**config.mk**
```make
export PLATFORM = sky130hd
export DESIGN_NAME = pheap_sift_ctrl
export DESIGN_NICKNAME = d
export VERILOG_FILES = /design/src/rtl/pheap_sift_ctrl_pkg.sv /design/src/rtl/pheap_min2.sv /design/src/rtl/pheap_sift_ctrl.sv
export SDC_FILE = /design/constraint.sdc
export NUM_CORES = 1
export LEC_CHECK = 0
export CORE_UTILIZATION = 46
export CTS_CLUSTER_SIZE = 14
export DETAILED_ROUTE_END_ITERATION = 8
export GPL_TIMING_DRIVEN = 0
export PLACE_DENSITY = 0.82
export SYNTH_ARGS = -nofsm -noshare
export SYNTH_HDL_FRONTEND = slang
export SYNTH_HIERARCHICAL = 1
export SYNTH_SLANG_ARGS = --single-unit
```
**constraint.sdc**
```tcl
create_clock -name clk -period 2.28 [get_ports clk]
set_clock_uncertainty 0.15 [all_clocks]
set_input_delay 0.684 -clock clk [delete_from_list [all_inputs] [get_ports clk]]
set_output_delay 0.684 -clock clk [all_outputs]
set_load 0.005 [all_outputs]
```
**src/rtl/pheap_sift_ctrl_pkg.sv**
```systemverilog
// Shared types for the pipelined heap: entry layout, controller states and
// the ordering rule that treats an invalid entry as +infinity.
package pheap_sift_ctrl_pkg;

    localparam int unsigned PrioW    = 8;
    localparam int unsigned PayloadW = 8;

    typedef struct packed {
        logic                valid;
        logic [PrioW-1:0]    prio;
        logic [PayloadW-1:0] payload;
    } entry_t;

    typedef enum logic [2:0] {
        StIdle,
        StRd,
        StCmp,
        StWr,
        StDn
    } op_state_t;

    // a <= b with invalid entries ordered above every valid one
    function automatic logic entry_le(input entry_t a, input entry_t b);
        if (!b.valid) begin
            return 1'b1;
        end
        if (!a.valid) begin
            return 1'b0;
        end
        return a.prio <= b.prio;
    endfunction

endpackage

```
**src/rtl/pheap_min2.sv**
```systemverilog
// Combinational child selector: smaller of two entries, left wins ties.
module pheap_min2
    import pheap_sift_ctrl_pkg::*;
(
    input  entry_t left_i,
    input  entry_t right_i,
    output entry_t min_o,
    output logic   side_o
);

    always_comb begin
        side_o = !entry_le(left_i, right_i);
        min_o  = side_o ? right_i : left_i;
    end

endmodule

```
**src/rtl/pheap_sift_ctrl.sv**
```systemverilog
// Per-level sift-down controller: compares an arriving entry with its two
// children, writes the winner into its own level and forwards the loser down.
module pheap_sift_ctrl
    import pheap_sift_ctrl_pkg::*;
#(
    parameter int unsigned LEVEL = 2,
    parameter int unsigned LAST  = 0
) (
    input  logic             clk,
    input  logic             rst_n,
    input  logic             inValid,
    output logic             inReady,
    input  entry_t           inEntry,
    input  logic [LEVEL-2:0] inIdx,
    output logic             topActive,
    output logic             wenTop,
    output logic [LEVEL-2:0] wraddrTop,
    output entry_t           aTop,
    output logic             botReq,
    input  logic             botGnt,
    output logic [LEVEL-1:0] raddrBot,
    input  entry_t           yBotL,
    input  entry_t           yBotR,
    output logic             outValid,
    input  logic             outReady,
    output entry_t           outEntry,
    output logic [LEVEL-1:0] outIdx
);

    localparam bit IsLast = (LAST != 0);

    op_state_t        state_q, state_d;
    entry_t           x_q, x_d;
    logic [LEVEL-2:0] i_q, i_d;
    entry_t           winner_q, winner_d;
    logic             push_q, push_d;
    logic [LEVEL-1:0] out_idx_q, out_idx_d;

    entry_t child_min;
    logic   child_side;

    pheap_min2 u_min2 (
        .left_i  (yBotL),
        .right_i (yBotR),
        .min_o   (child_min),
        .side_o  (child_side)
    );

    always_comb begin
        state_d   = state_q;
        x_d       = x_q;
        i_d       = i_q;
        winner_d  = winner_q;
        push_d    = push_q;
        out_idx_d = out_idx_q;

        inReady   = 1'b0;
        topActive = 1'b0;
        wenTop    = 1'b0;
        wraddrTop = '0;
        aTop      = '0;
        botReq    = 1'b0;
        raddrBot  = '0;
        outValid  = 1'b0;
        outEntry  = '0;
        outIdx    = '0;

        unique case (state_q)
            StIdle: begin
                inReady = 1'b1;
                if (inValid) begin
                    x_d = inEntry;
                    i_d = inIdx;
                    if (IsLast) begin
                        winner_d = inEntry;
                        push_d   = 1'b0;
                        state_d  = StWr;
                    end else begin
                        state_d = StRd;
                    end
                end
            end
            StRd: begin
                botReq   = 1'b1;
                raddrBot = {i_q, 1'b0};
                if (botGnt) begin
                    state_d = StCmp;
                end
            end
            StCmp: begin
                // Child data arrives one cycle after the grant, i.e. now.
                if (entry_le(x_q, child_min)) begin
                    winner_d = x_q;
                    push_d   = 1'b0;
                end else begin
                    winner_d  = child_min;
                    push_d    = 1'b1;
                    out_idx_d = {i_q, child_side};
                end
                state_d = StWr;
            end
            StWr: begin
                topActive = 1'b1;
                wenTop    = 1'b1;
                wraddrTop = i_q;
                aTop      = winner_q;
                state_d   = push_q ? StDn : StIdle;
            end
            StDn: begin
                outValid = 1'b1;
                outEntry = x_q;
                outIdx   = out_idx_q;
                if (outReady) begin
                    state_d = StIdle;
                end
            end
            default: begin
                state_d = StIdle;
            end
        endcase
    end

    always_ff @(posedge clk or negedge rst_n) begin
        if (!rst_n) begin
            state_q   <= StIdle;
            x_q       <= '0;
            i_q       <= '0;
            winner_q  <= '0;
            push_q    <= 1'b0;
            out_idx_q <= '0;
        end else begin
            state_q   <= state_d;
            x_q       <= x_d;
            i_q       <= i_d;
            winner_q  <= winner_d;
            push_q    <= push_d;
            out_idx_q <= out_idx_d;
        end
    end

endmodule

```
## After elaboration in Yosys (flattened, before gate mapping)

Index checks and enable logic that the tools add are counted.

| word-level totals | value |
|---|---|
| flip-flop bits (word level) | 41 |
| input bits | 57 |
| output and inout port bits | 44 |
| word-level logic and storage cells | 58 |

| cells by class | value |
|---|---|
| magnitude comparators | 2 |
| equal/unequal tests | 7 |
| multiplexer cells | 33 |
| bitwise gates (word level) | 1 |
| reductions and logical operators | 5 |

Operators with widths:

| operator | number |
|---|---|
| $mux 17 | 4 |
| $mux 1 | 22 |
| $le 8x8->1 | 2 |
| $pmux 3 s5 | 1 |
| $mux 3 | 4 |
| $eq 3x2->1 const B | 2 |
| $ne 2x2->1 const B | 3 |
| $mux 2 | 2 |
| $reduce_and 2->1 | 2 |
| $eq 3x1->1 const B | 1 |
| $eq 3x3->1 const B | 1 |
| $logic_not 3->1 | 1 |
| $reduce_and 3->1 | 1 |
| $logic_not 1->1 | 1 |
| $not 1->1 | 1 |

## Depth between registers and ports, before layout

Gate-level depths: netlist of run 1.

| logic depth | value |
|---|---|
| depth after elaboration | 14 |
| depth in mapped cells | 17 |
| depth with buffers taken out | 15 |

## Cells and area by module

The synthesis of run 1 kept the hierarchy.

By module, submodules not included:

| module | instances | cells an instance | area an instance (um2) | seq. area each (um2) |
|---|---|---|---|---|
| pheap_sift_ctrl | 1 | 212 | 2257.2 | 1026.0 |
| pheap_min2 | 1 | 62 | 566.8 | 0.0 |

## Worst setup path before layout of run 1

No wires, ideal clock.

| timing path | value |
|---|---|
| path type | input-to-reg |
| start point | input port yBotR[9] (netlist bit) |
| end point | register out_idx_q[0] |
| setup time | 0.128 ns |
| arrival time | 3.383 ns |
| required time | 2.002 ns |
| slack | -1.381 ns |
| stages on the path | 16 |
| path buffers | 1 |
| cell sequence | inv_1 -> ha_1 -> nor2b_1 -> o211a_1 -> o21ai_2 -> and3_1 -> buf_2 -> a221o_1 -> inv_1 -> ha_1 -> nor2b_1 -> o211ai_2 -> a21oi_2 -> o21ai_4 -> nand2b_1 -> mux2_1 |

RTL lines:

| element | line | source |
|---|---|---|
| start: declaration | pheap_sift_ctrl.sv:23 | `input entry_t yBotR,` |
| end signal: assignment | pheap_sift_ctrl.sv:137 | `out_idx_q <= out_idx_d;` |
| end: declaration | pheap_sift_ctrl.sv:37 | `logic [LEVEL-1:0] out_idx_q, out_idx_d;` |

==> results of run 1 <==
through the flow:
step / power, mW / instance area, um^2 / TNS, ns
finish: 5.36 / 5140 / -31.56
floorplan: 2.62 / 2910 / -24.19
CTS: 4.72 / 4890 / -30.05
detailed placement: 3.41 / 4020 / -59.02
global placement: 3.32 / 4000 / -83.18
global route: 5.56 / 5140 / -34.43
worst register-to-register path, stage by stage, from the launching register on:
cell      delay, ns
dfrtp_2        0.43
buf_6          0.14
buf_4          0.15
nor3b_4        0.52
clkbuf_1       0.55
nor2_1         0.13
a21oi_2        0.16
flip-flops by register name (all words and copies together) (netlist names):
signal / cells
push_q: 1
i_q: 1
winner_q: 17
state_q: 3
out_idx_q: 2
x_q: 17
cells in the final DEF (no fill, tap or decap), types with 3 or more instances in the layout:
cell / n
nor3b_4: 3
mux2_4: 11
and2_1: 3
ha_4: 16
buf_8: 7
mux2i_4: 6
a22o_1: 7
a21oi_2: 12
mux2i_1: 8
dfrtp_1: 38
clkbuf_2: 3
clkbuf_8: 5
mux2_2: 16
clkdlybuf4s50_1: 38
buf_6: 68
inv_1: 6
nand2_1: 5
a21oi_1: 8
dfrtp_2: 3
o21ai_0: 4
inv_2: 12
nor2_1: 19
a221o_1: 7
buf_2: 17
buf_4: 28
and2_4: 34
worst paths after layout:
check	from	to	slack, ns
max	yBotR[13]	out_idx_q[0]$_DFFE_PN0P_	-1.32
min	rst_n	out_idx_q[1]$_DFFE_PN0P_	0.19
max reg2reg	state_q[0]$_DFFE_PN0P_	winner_q[14]$_DFFE_PN0P_	-0.05
min reg2reg	push_q$_DFFE_PN0P_	state_q[2]$_DFFE_PN0P_	0.36
max in group asynchronous	rst_n	winner_q[13]$_DFFE_PN0P_	1.28
min in group clk	push_q$_DFFE_PN0P_	state_q[2]$_DFFE_PN0P_	0.36
cell type report:
type,instances,area [um^2]
Inverter,21,101
Tap cell,75,93.8
Fill cell,259,782
Clock inverter,2,35.0
Timing Repair Buffer,158,1590
Buffer,9,65.1
Multi-Input combinational cell,198,2160
Clock buffer,5,68.8
Sequential cell,41,1030
synthesized netlist by cell type, types with 2 or more instances:
library cell | count | area [um^2]
nand2b_1 | 2 | 12.5
o21ai_0 | 5 | 25.0
a211oi_2 | 2 | 25.0
mux2_4 | 9 | 135
inv_1 | 20 | 75.1
and2_1 | 37 | 231
nor3b_2 | 2 | 25.0
a22o_1 | 7 | 61.3
nor2_1 | 23 | 86.3
mux2i_1 | 16 | 160
nand4_1 | 2 | 12.5
a21oi_2 | 11 | 96.3
a221o_1 | 7 | 70.1
o21ai_2 | 2 | 17.5
buf_2 | 6 | 30.0
and4_4 | 2 | 22.5
nand2_1 | 7 | 26.3
nor2b_1 | 2 | 12.5
mux2_2 | 16 | 180
dfrtp_1 | 41 | 1030
ha_1 | 16 | 200
clkbuf_1 | 4 | 15.0
mux2_1 | 2 | 22.5
buf_4 | 2 | 15.0
a21oi_1 | 11 | 55.1
report_power, final:
group	switching, mW	leakage, nW	internal [mW]
Sequential	0.388	0.465	1.09
Combinational	1.47	1.78	1.84
Clock	0.259	0.0540	0.319
layer usage:
metal	global-route usage, %	wire length (um)	up-vias
met4	12.0	653	0
met2	54.9	5880	168
li1	-	-	1276
met5	0	0	-
met1	36.7	4580	1495
met3	4.89	575	58
logic make-up after synthesis:
logic type | share of synthesized area, %
other | 0.133
AO/OA/AOI/OAI | 15.6
flip-flops | 36.3
AND/OR/NAND/NOR | 17.2
buffers and inverters | 6.03
adder cells (fa/ha/maj) | 7.09
multiplexers | 17.6
what timing repair did:
item / CTS / global route
cloned: 3 / 0
setup buffers: 52 / 11
resized for setup: 335 / 106
hold buffers: 0 / 0
pin swaps: 56 / 34
setup endpoints to repair: 62 / 61
==> reports/metrics.yaml, run 1 <==
grt_usage_pct: 30.8
syn_nets: 347
overflow: 0
drc: 0
layout-drive-gt1-share_pct: 63.8
worstMarginPinSlew_ns: 0.632
root_buffer: "clkbuf_8"
vdd_drop_max_v: 0.000784
post-route-util_pct: 86.8
num_rows: 28
initial_core_util_pct: 47.7
antenna_found_initial: 0
rsz0062_at_grt: "yes"
crit_required_ns: 2.31
ios: 101
insertion_delay_ns: 0.30
status: "complete, but fails checks"
area_growth_pct: 82.0
synth_flop_cell: "dfrtp_1"
endpoint_kind: "flop"
die_h_um: 80.4
final-setup-viol-count: 58
grt_max_degree: 24
clk_pin_slew_ns: 0.09
slowest_stage: "a221o_1"
fp.dieW_um: 80.4
fmax_ghz: 0.278
finalNetCount: 507
dp_hpwl_um: 5510
core_um2: 5920
grt_pass1_vias: 2908
synth_edf_count: 0
arrival_ns: 3.63
setup_slack_ns: -1.32
fin_crit_sh_pct: 158
avgSynthCellArea_um2: 10.3
synth-seq-area-share_pct: 36.3
path_class: "input pin to flop"
yosysWarnings: 6
relSlewSlack_pct: 57.9
h-tree-depth: 2
slowest_delay_ns: 0.34
cts_sinks: 41
timing.hold.ws_ns: 0.190
synthArstFlopShare_pct: 100
drt_wl_total_um: 11700
netlist-cell-type-count: 45
ant_nets: 0
vias: 2997
dr.first_iter.drc_count: 218
grt_pass1_wl_um: 14700
dpl_worst_slack_ns: -2.41
first_pass_iters: 5
wire_per_inst_um: 23.0
crit_chain: "buf_8 > inv_4 > ha_4 > a21oi_2 > nor2_2 > a211oi_4 > o32ai_4 > buf_6 > a221o_1 > inv_2 > ha_4 > nand4_1 > buf_4 > a21oi_4 > o21ai_4 > buf_6 > nand2b_4 > mux2_4"
place.gp.congestion: 0.810
placedCellCount: 449
drv_slew: 0
portBuffers: 99
power_leakage_nw: 2.29
diodes: 0
crit_path_start_kind: "input pin"
stdcell_count: 509
synth_cells: 274
critPathBufInv: 6
violations: "negative setup slack"
fin_crit_ns: 3.60
viasPerCell: 5.89
worstHoldPathType: "input pin to async pin"
ff2ff_path_depth: 6
cts_inserted_buffers: 5
power.density_nw_per_um2: 1040
cts_buffer_depth: 2
synth_seq_cells: 41
cpLargestDelayFamily: "compound AO/OA/AOI/OAI gates"
netlist_area_um2: 2820
path_max_fanout: 5
cts_tree: "built"
die_area_um2: 6460
cp_num_cells: 18
final_hold_viol_count: 0
maxCapViolCount: 0
Power figures use the tool's default switching activity.
==> run 2, diff against run 1 <==
==> constraint.sdc (replaced) <==
create_clock -name clk -period 2.28 [get_ports clk]
set_clock_uncertainty 0.15 [all_clocks]
set_input_delay 0.342 -clock clk [delete_from_list [all_inputs] [get_ports clk]]
set_output_delay 0.342 -clock clk [all_outputs]
set_load 0.005 [all_outputs]
==> run 2 against run 1 <==
- the flow still finishes with violations (negative setup slack)
- die area stayed put
- register-to-register slack better by 0.07 ns
- critical path type unchanged
- combinational power is 13% lower
- clock power hardly changed
- global-route usage is 2.4 points lower
- wire length is 17% lower
- first-iteration DRC count is 22% lower
- largest power group unchanged
- cell count is 2.2% lower
- core utilization is 4.3 points lower
==> reports/metrics.yaml, run 2 (synthesized netlist as in run 1, its figures left out) <==
status: "complete, but fails checks"
violations: "negative setup slack"
die_h_um: 80.4  # unchanged
cts_buffer_depth: 2  # unchanged
grt_pass1_wl_um: 13700  # -7.0%
maxCapViolCount: 0  # unchanged
path_class: "input pin to flop"
timing.hold.ws_ns: 0.364  # +0.174 ns
power_frac_clock_pct: 11.9  # +1.1 points
h-tree-depth: 2  # unchanged
dr.first_iter.drc_count: 170  # -22%
place.gp.congestion: 0.810  # unchanged
placedCellCount: 449  # unchanged
antenna_found_initial: 0  # unchanged
endpoint_kind: "flop"
grt_pass1_vias: 2812  # -3.3%
clk_pin_slew_ns: 0.08  # about the same
overflow: 0  # unchanged
p_comb_share_pct: 59.0  # -2.7 points
power.density_nw_per_um2: 997  # -4.4%
top_regs: "winner_q (17), x_q (17), state_q (3)"
wire_per_inst_um: 19.4  # -16%
fp.dieW_um: 80.4  # unchanged
finalNetCount: 496  # -2.2%
pwr-share-seq_pct: 29.1  # +1.6 points
first_pass_iters: 4  # -1
worstMarginPinSlew_ns: 0.684  # +0.0521 ns
path_max_fanout: 7  # +2
dp_hpwl_um: 5510  # unchanged
crit_path_frequent_cell: "ha_4"
drt_wl_total_um: 9650  # -17%
vdd_drop_max_v: 0.000683  # -13%
cts_tree: "built"
num-fill-cells: 322  # +24%
drc: 0  # unchanged
slowest_stage: "mux2_4"
portBuffers: 99  # unchanged
cpLargestDelayFamily: "compound AO/OA/AOI/OAI gates"
cts_inserted_buffers: 5  # unchanged
crit_path_start_kind: "input pin"
final_common_cell: "clkdlybuf4s50_1"
mostFrequentLayoutCells: "clkdlybuf4s50_1 (44), dfrtp_1 (38), and2_1 (35)"
crit_chain: "buf_8 > inv_4 > ha_4 > a21oi_2 > nor2_2 > a211oi_4 > and3_4 > a221o_1 > inv_1 > ha_4 > nand4_1 > buf_4 > a21oi_4 > o21ai_4 > buf_6 > nand2b_4 > mux2_4"
p_sw_share_pct: 37.8  # -1.7 points
cts_sinks: 41  # unchanged
worstHoldPathType: "flop to flop"
arrival_ns: 3.32  # -0.31 ns
viasPerCell: 5.50  # -6.5%
slowest_delay_ns: 0.32  # -0.02 ns
post-route-util_pct: 82.5  # -4.3 points
insertion_delay_ns: 0.29  # about the same
diodes: 0  # unchanged
power_leakage_nw: 2.44  # +6.2%
critPathBufInv: 5  # -1
final-setup-viol-count: 20  # -66%
final_hold_viol_count: 0  # unchanged
die_area_um2: 6460  # unchanged
core_um2: 5920  # unchanged
vias: 2741  # -8.5%
p_int_mw: 3.03  # -6.7%
num_rows: 28  # unchanged
relSlewSlack_pct: 54.2  # -3.7 points
initial_core_util_pct: 47.7  # unchanged
drv_slew: 0  # unchanged
crit_required_ns: 2.31  # about the same
root_buffer: "clkbuf_8"
grt_max_degree: 24  # unchanged
power.switching_mw: 1.84  # -13%
ant_nets: 0  # unchanged
fin_crit_sh_pct: 144  # -14 points
stdcell_count: 498  # -2.2%
finalPower_mw: 4.87  # -9.2%
fmax_ghz: 0.304  # +9.4%
fin_crit_ns: 3.29  # -0.309 ns
layout-drive-gt1-share_pct: 45.2  # -19 points
area_growth_pct: 72.9
grt_usage_pct: 28.4  # -2.4 points
ios: 101  # unchanged
rsz0062_at_grt: "yes"
fin_setup_tns_ns: -17.68  # +13.88 ns
setup_slack_ns: -1.01  # +0.309 ns
## run 2: cell count changes in the layout (fill, tap and decap cells not counted), moves of 3 or more
| cell | delta |
|---|---|
| buf_4 | +4 |
| clkbuf_2 | +3 |
| inv_2 | -3 |
| dlygate4sd2_1 | +6 |
| and2_4 | -32 |
| and2_1 | +32 |
| clkdlybuf4s15_1 | +6 |
| clkdlybuf4s50_1 | +6 |
| buf_2 | -5 |
| buf_6 | -53 |
| inv_1 | +4 |
| clkdlybuf4s15_2 | +3 |
| dlymetal6s2s_1 | +18 |
## run 2: cell type report
cell class,count,area (um^2),share of cell area [%]
Buffer,11,91.3,1.87
Clock buffer,5,68.8,1.41
Clock inverter,2,35.0,0.718
Inverter,21,93.8,1.92
Multi-Input combinational cell,198,2040,41.7
Sequential cell,41,1030,21.1
Tap cell,75,93.8,1.92
Timing Repair Buffer,145,1430,29.3
## run 2: worst reg2reg max path: cells and delay by family (launching register included)
| family | cells | cell delay, ns |
|---|---|---|
| fa+ha+maj | 1 | 0.27 |
| simple gates | 2 | 0.27 |
| compound gates | 3 | 0.52 |
| mux | 1 | 0.30 |
| buf+inv | 1 | 0.13 |
| flops | 1 | 0.51 |
## run 2: per-stage QoR
step           setup WS, ns  cell area (um^2)
2_1_floorplan         -1.04              2910
3_3_place_gp          -2.00              4000
3_5_place_dp          -2.07              4020
4_1_cts              -0.876              4660
5_1_grt               -1.06              4880
6_report              -1.01              4880
## run 2: final timing paths
| path | from | end | slack (ns) | depth (start not counted) |
|---|---|---|---|---|
| min in group asynchronous | rst_n | out_idx_q[1]$_DFFE_PN0P_ | 0.40 | 2 |
| worst max register to register | x_q[9]$_DFFE_PN0P_ | out_idx_q[0]$_DFFE_PN0P_ | 0.02 | 8 |
| worst max-delay path | yBotR[13] | out_idx_q[0]$_DFFE_PN0P_ | -1.01 | 17 |
| max in group asynchronous | rst_n | state_q[1]$_DFFE_PN0P_ | 1.09 | 3 |
| worst min-delay path | winner_q[15]$_DFFE_PN0P_ | winner_q[15]$_DFFE_PN0P_ | 0.36 | 2 |
| worst min register to register | winner_q[15]$_DFFE_PN0P_ | winner_q[15]$_DFFE_PN0P_ | 0.36 | 2 |
## run 2: timing repair
action | 4_1_cts | 5_1_grt
setup endpoints to repair | 59 | 56
pin swaps | 41 | 20
setup buffers | 32 | 10
hold endpoints to repair | 18 | 0
gates cloned | 2 | 2
hold buffers | 1 | 0
resized for setup | 146 | 78
## run 2: metal layers
layer	part of all wire, %	routed length, um	track usage (%)
met3	4.7	452	5.68
met1	40	3820	32.1
met5	0	0	0
met4	4.0	389	13.2
met2	52	4990	50.9
## run 2: power groups by stage
stage          Sequential, mW  Combinational (mW)  Clock (mW)
2_1_floorplan            1.26                1.37           0
3_3_place_gp             1.31                2.01           0
3_5_place_dp             1.33                2.08           0
4_1_cts                  1.36                2.55       0.568
5_1_grt                  1.46                3.03       0.616
6_report                 1.42                2.87       0.580
